### src/rtl/video_timing_gen.sv
// Raster timing generator: pixel-request coordinates run LOOKAHEAD ce-cycles
// ahead of de/hsync/vsync so the pixel pipeline can cover its latency.
module video_timing_gen #(
    parameter int H_ACTIVE  = 32'd640,
    parameter int H_FP      = 32'd16,
    parameter int H_SYNC    = 32'd96,
    parameter int H_BP      = 32'd48,
    parameter int V_ACTIVE  = 32'd480,
    parameter int V_FP      = 32'd10,
    parameter int V_SYNC    = 32'd2,
    parameter int V_BP      = 32'd33,
    parameter bit HS_POL    = 1'b1,
    parameter bit VS_POL    = 1'b1,
    parameter int LOOKAHEAD = 32'd2,
    parameter int CW        = 32'd12
) (
    input  logic          pixclk,
    input  logic          rst_n,
    input  logic          ce,
    output logic          req_o,
    output logic [CW-1:0] x_o,
    output logic [CW-1:0] y_o,
    output logic          line_start_o,
    output logic          frame_start_o,
    output logic [15:0]   frame_cnt_o,
    output logic          de_o,
    output logic          hsync_o,
    output logic          vsync_o
);

    localparam int H_TOT = H_ACTIVE + H_FP + H_SYNC + H_BP;
    localparam int V_TOT = V_ACTIVE + V_FP + V_SYNC + V_BP;

    // Thresholds kept 32 bits wide so an end-of-sync equal to the total never overflows CW.
    localparam logic [31:0] H_ACT_END = 32'(H_ACTIVE);
    localparam logic [31:0] H_SYN_BEG = 32'(H_ACTIVE + H_FP);
    localparam logic [31:0] H_SYN_END = 32'(H_ACTIVE + H_FP + H_SYNC);
    localparam logic [31:0] V_ACT_END = 32'(V_ACTIVE);
    localparam logic [31:0] V_SYN_BEG = 32'(V_ACTIVE + V_FP);
    localparam logic [31:0] V_SYN_END = 32'(V_ACTIVE + V_FP + V_SYNC);

    localparam int DE_B = 2;
    localparam int HS_B = 1;
    localparam int VS_B = 0;

    if ((LOOKAHEAD < 0) || (LOOKAHEAD > 7)) begin : g_bad_lookahead
        $error("video_timing_gen: LOOKAHEAD must be within 0..7");
    end
    if ((((H_TOT - 1) >> CW) != 0) || (((V_TOT - 1) >> CW) != 0)) begin : g_bad_cw
        $error("video_timing_gen: CW too narrow for H_TOT-1 / V_TOT-1");
    end

    logic [CW-1:0] h_cnt_r;
    logic [CW-1:0] v_cnt_r;
    logic          h_last_s;
    logic          v_last_s;
    logic [31:0]   h_wide_s;
    logic [31:0]   v_wide_s;
    logic          req_s;
    logic          hs_s;
    logic          vs_s;

    // dly_r[0] is the stage-0 copy; dly_r[LOOKAHEAD] drives the encoder outputs.
    logic [2:0]    dly_r [LOOKAHEAD+1];

    assign h_last_s = (h_cnt_r == CW'(H_TOT - 1));
    assign v_last_s = (v_cnt_r == CW'(V_TOT - 1));

    // Raster position and completed-frame counters.
    always_ff @(posedge pixclk or negedge rst_n) begin
        if (!rst_n) begin
            h_cnt_r     <= '0;
            v_cnt_r     <= '0;
            frame_cnt_o <= 16'd0;
        end else if (ce) begin
            if (h_last_s) begin
                h_cnt_r <= '0;
                if (v_last_s) begin
                    v_cnt_r     <= '0;
                    frame_cnt_o <= frame_cnt_o + 16'd1;
                end else begin
                    v_cnt_r <= v_cnt_r + CW'(1);
                end
            end else begin
                h_cnt_r <= h_cnt_r + CW'(1);
            end
        end
    end

    // Region decode of the current position.
    always_comb begin
        h_wide_s = 32'(h_cnt_r);
        v_wide_s = 32'(v_cnt_r);
        req_s    = 1'b0;
        hs_s     = 1'b0;
        vs_s     = 1'b0;
        if ((h_wide_s < H_ACT_END) && (v_wide_s < V_ACT_END)) begin
            req_s = 1'b1;
        end else begin
            req_s = 1'b0;
        end
        if ((h_wide_s >= H_SYN_BEG) && (h_wide_s < H_SYN_END)) begin
            hs_s = 1'b1;
        end else begin
            hs_s = 1'b0;
        end
        if ((v_wide_s >= V_SYN_BEG) && (v_wide_s < V_SYN_END)) begin
            vs_s = 1'b1;
        end else begin
            vs_s = 1'b0;
        end
    end

    // Stage-0 request outputs plus the ce-gated de/hs/vs delay line.
    always_ff @(posedge pixclk or negedge rst_n) begin
        if (!rst_n) begin
            req_o         <= 1'b0;
            x_o           <= '0;
            y_o           <= '0;
            line_start_o  <= 1'b0;
            frame_start_o <= 1'b0;
            for (int i = 0; i <= LOOKAHEAD; i++) begin
                dly_r[i] <= 3'b000;
            end
        end else if (ce) begin
            req_o         <= req_s;
            x_o           <= h_cnt_r;
            y_o           <= v_cnt_r;
            line_start_o  <= (h_cnt_r == '0);
            frame_start_o <= (h_cnt_r == '0) && (v_cnt_r == '0);
            dly_r[0]      <= {req_s, hs_s, vs_s};
            for (int i = 1; i <= LOOKAHEAD; i++) begin
                dly_r[i] <= dly_r[i-1];
            end
        end
    end

    assign de_o    = dly_r[LOOKAHEAD][DE_B];
    assign hsync_o = dly_r[LOOKAHEAD][HS_B] ? HS_POL : ~HS_POL;
    assign vsync_o = dly_r[LOOKAHEAD][VS_B] ? VS_POL : ~VS_POL;

endmodule

### config.mk
export PLATFORM = sky130hd
export DESIGN_NAME = video_timing_gen
export DESIGN_NICKNAME = d
export VERILOG_FILES = /design/src/rtl/video_timing_gen.sv
export SDC_FILE = /design/constraint.sdc
export NUM_CORES = 1
export LEC_CHECK = 0
export ABC_AREA = 1
export ABC_CLOCK_PERIOD_IN_PS = 1450
export CORE_MARGIN = 2
export CORE_UTILIZATION = 50
export DETAILED_ROUTE_END_ITERATION = 16
export PLACE_DENSITY = 0.76
export RECOVER_POWER = 100
export SLEW_MARGIN = 10
export SYNTH_ARGS = -nofsm -noshare
export SYNTH_HDL_FRONTEND = slang
export SYNTH_SLANG_ARGS = --single-unit
### constraint.sdc
create_clock -name pixclk -period 1.45 [get_ports pixclk]
set_input_delay 0.29 -clock pixclk [delete_from_list [all_inputs] [get_ports pixclk]]
set_output_delay 0.29 -clock pixclk [all_outputs]
set_load 0.01 [all_outputs]
==> metrics.txt <==
# TYPE chip_impl_metric gauge
chip_impl_info{name="critical_path_sink_type",value="flip-flop"} 1
chip_impl_metric{name="totalWireLength",unit="microns"} 11600
chip_impl_metric{name="io_buffer_count",unit=""} 48
chip_impl_metric{name="setup-violations-final",unit=""} 31
chip_impl_metric{name="diodes",unit=""} 0
chip_impl_metric{name="area_of_the_multi_input_gates",unit="sq um"} 1980
chip_impl_metric{name="drc_errors",unit=""} 0
chip_impl_metric{name="fin_crit",unit="ps"} 1630
chip_impl_metric{name="grt_pass1_vias",unit=""} 3781
chip_impl_metric{name="ioPinCount",unit=""} 49
chip_impl_metric{name="largest_net_degree_at_the_start_of_global_routing",unit=""} 42
chip_impl_metric{name="n_fill_cell",unit=""} 489
chip_impl_info{name="ctsRootBufferMaster",value="clkbuf_8"} 1
chip_impl_metric{name="register_area",unit="sq um"} 1880
chip_impl_metric{name="syn_nets",unit=""} 490
chip_impl_info{name="synth_top_area_cell",value="dfrtp_1"} 1
chip_impl_info{name="startpoint_type",value="flip-flop"} 1
chip_impl_metric{name="fin_nets",unit=""} 624
chip_impl_metric{name="total_power",unit="W"} 0.00504
chip_impl_info{name="timing.critical_path.from",value="v_cnt_r[2]"} 1
chip_impl_metric{name="pre_cts_slack",unit="ps"} -221
chip_impl_metric{name="critPathRequiredTime",unit="ps"} 1740
chip_impl_metric{name="ctsLongestPathBuffers",unit=""} 2
chip_impl_metric{name="routed-via-count",unit=""} 3911
chip_impl_metric{name="regToRegSetupSlack",unit="ps"} -180
chip_impl_metric{name="synthesis.area",unit="sq um"} 3760
chip_impl_metric{name="die-height",unit="microns"} 90.8
chip_impl_metric{name="syn-instance-count",unit=""} 482
chip_impl_metric{name="wire_length_of_the_first_global_routing_pass",unit="microns"} 17800
chip_impl_metric{name="row_count",unit=""} 31
chip_impl_info{name="run_status",value="complete, but fails checks"} 1
chip_impl_metric{name="cts.clk_slew.worst_paths",unit="ps"} 80
chip_impl_metric{name="place_hpwl",unit="microns"} 6450
chip_impl_info{name="critPathKind",value="flip-flop to flip-flop"} 1
chip_impl_info{name="post_synth_main_area_contributors",value="dfrtp_1, nand2_1, o21ai_0"} 1
chip_impl_info{name="worst_setup_path_end",value="v_cnt_r[9]"} 1
chip_impl_info{name="timing.rr.start",value="v_cnt_r[2]"} 1
chip_impl_metric{name="period_share",unit=""} 1.13
chip_impl_metric{name="cp_max_fo",unit=""} 7
chip_impl_metric{name="design.core.area",unit="sq um"} 7250
chip_impl_metric{name="cts_buffers",unit=""} 9
chip_impl_metric{name="avgRoutedWirePerCell",unit="microns"} 16.1
chip_impl_metric{name="slew_headroom",unit=""} 0.682
chip_impl_metric{name="grtUsageTotal",unit=""} 0.273
chip_impl_metric{name="vias_per_cell",unit=""} 5.43
chip_impl_metric{name="die-area",unit="sq um"} 8240
chip_impl_info{name="tritoncts_clock_tree",value="done"} 1
chip_impl_metric{name="detail_route.first_pass.iterations",unit=""} 5
chip_impl_metric{name="final_max_slew_viols",unit=""} 0
chip_impl_metric{name="cts.htree.levels",unit=""} 3
chip_impl_metric{name="initial_antenna_violation_count",unit=""} 0
chip_impl_metric{name="area.growth.synth_to_final",unit="%"} 47.6
chip_impl_metric{name="drtAntennaViolNets",unit=""} 0
chip_impl_metric{name="synth.top_cell.area_share",unit=""} 0.499
chip_impl_metric{name="ys_seq_elements",unit=""} 75
chip_impl_metric{name="max_clock_freq",unit="MHz"} 613
chip_impl_metric{name="gr-total-overflow",unit=""} 0
chip_impl_metric{name="drive_gt1_frac",unit=""} 0.279
chip_impl_metric{name="yosys.cell_types.count",unit=""} 29
chip_impl_metric{name="timing.final.hold_violations",unit=""} 0
chip_impl_metric{name="power-per-cell-area",unit="nW/um^2"} 908
chip_impl_metric{name="leakage",unit="nW"} 2.91
chip_impl_info{name="violated_checks",value="setup timing"} 1
chip_impl_metric{name="clk_latency",unit="ps"} 360
chip_impl_metric{name="yosys_warnings",unit=""} 0
chip_impl_info{name="r2r-end",value="v_cnt_r[9]"} 1
chip_impl_metric{name="drtIter0Drc",unit=""} 282
chip_impl_metric{name="worst_margin_slew",unit="ps"} 476
chip_impl_metric{name="clock_sinks",unit=""} 75
chip_impl_metric{name="seq_area_frac_synth",unit=""} 0.499
chip_impl_metric{name="die_w",unit="microns"} 90.8
chip_impl_metric{name="rr_worst_depth",unit=""} 6
chip_impl_metric{name="syn-mean-instance-area",unit="sq um"} 7.81
chip_impl_info{name="class_of_the_tightest_hold_or_removal_check",value="input pin to async pin"} 1
chip_impl_info{name="rsz_0062_raised_after_global_routing",value="yes"} 1
chip_impl_metric{name="timing.clock.skew",unit="ps"} 12.2
chip_impl_metric{name="start_util",unit=""} 0.519
chip_impl_metric{name="gpl.final_weighted_congestion",unit=""} 0.931
chip_impl_metric{name="max_cap_violations",unit=""} 0
chip_impl_metric{name="vdd_ir_drop_max",unit="mV"} 0.458
chip_impl_metric{name="setup_ws",unit="ps"} -182
chip_impl_metric{name="worstPathArrival",unit="ps"} 1920
==> worst min path at each step <==
stage,start,end,slack (ps),cells after the start
floorplan,rst_n,de_o,-6,0
global placement,rst_n,x_o[3],180,1
detailed placement,rst_n,x_o[0],180,1
CTS,rst_n,x_o[0],340,2
global route,rst_n,x_o[0],460,2
finish,rst_n,x_o[3],410,2
==> repair_timing <==
| item | 4_1_cts | 5_1_grt |
|---|---|---|
| cloned | 7 | 0 |
| endpoints found under the hold margin | 16 | 0 |
| hold buffers | 1 | 0 |
| buffers inserted | 22 | 6 |
| pin swaps | 35 | 22 |
| setup endpoints to repair | 78 | 39 |
| gates resized for setup | 115 | 47 |
==> synth_stat cells, drive strengths merged <==
library cell	n
or2	2
xnor2	2
xor2	13
nor2	50
nand2	179
ha	5
o21bai	1
buf	10
dfrtp	75
o21ai	54
nand4	11
inv	42
nand3	22
o31ai	1
clkbuf	5
nand3b	2
nor3b	1
nor3	4
a21oi	3
==> where the power goes <==
| group | switching [W] | internal (W) | leakage (nW) |
|---|---|---|---|
| Combinational | 0.000697 | 0.000493 | 1.83 |
| Clock | 0.000808 | 0.000614 | 0.0791 |
| Sequential | 0.000144 | 0.00229 | 0.996 |
==> through the flow <==
stage                     hold WS, ps  setup TNS [ps]  instances  area [sq um]   util
after floorplan                 -5.59               0        482          3770      -
after global placement            178           -4290        670          4750  0.655
after detailed placement          184           -4720        670          4750  0.655
after CTS                         342           -1660        715          5430  0.748
after global routing              456           -5610        720          5560  0.766
final                             409           -2780        720          5560  0.766
==> cell usage in the layout (no fill, tap or decap), drive strengths merged, types with 3 or more instances in the layout <==
| cell type | n |
|---|---|
| xor2 | 13 |
| a21oi | 3 |
| dfrtp | 75 |
| o21ai | 54 |
| clkbuf | 20 |
| inv | 42 |
| nor3 | 4 |
| nand3 | 23 |
| nand4 | 11 |
| buf | 80 |
| ha | 5 |
| nor2 | 51 |
| clkinv | 3 |
| dlygate4sd2 | 44 |
| nand2 | 179 |
==> metal layers <==
layer,wire [microns],track usage
met5,0,0
met3,821,0.0551
met1,4530,0.339
met4,464,0.134
met2,5780,0.455
==> layout make-up <==
| class | instances | share of cell area |
|---|---|---|
| timing repair buffer | 136 | 0.224 |
| clock buffer | 11 | 0.0236 |
| tap | 99 | 0.0223 |
| sequential | 75 | 0.339 |
| inverter | 42 | 0.0284 |
| clock inverter | 5 | 0.00540 |
| multi-input combinational | 352 | 0.357 |
==> critical path, stage by stage (launching register included) <==
cell and delay (ps):
dfrtp_1 600, nand3_1 220, nor2_1 310, nand2_1 110, nand2_1 90, nand3_1 110, o21ai_2 140
==> cells by family (layout without fill, tap and decap cells) <==
logic type / after synthesis / after routing / share of synthesized area
AND/OR/NAND/NOR: 271 / 273 / 0.306
flip-flops: 75 / 75 / 0.499
AO/OA/AOI/OAI: 59 / 59 / 0.0798
buffers and inverters: 57 / 194 / 0.0645
XOR/XNOR: 15 / 15 / 0.0349
adder cells (fa/ha/maj): 5 / 5 / 0.0166
==> sequential cells by signal, indices dropped and copies added (netlist names), 7 cells and up <==
signal       count
v_cnt_r         12
x_o             12
y_o             12
dly_r            7
frame_cnt_o     16
h_cnt_r         12
No activity file was read; power rests on OpenSTA's default activity.
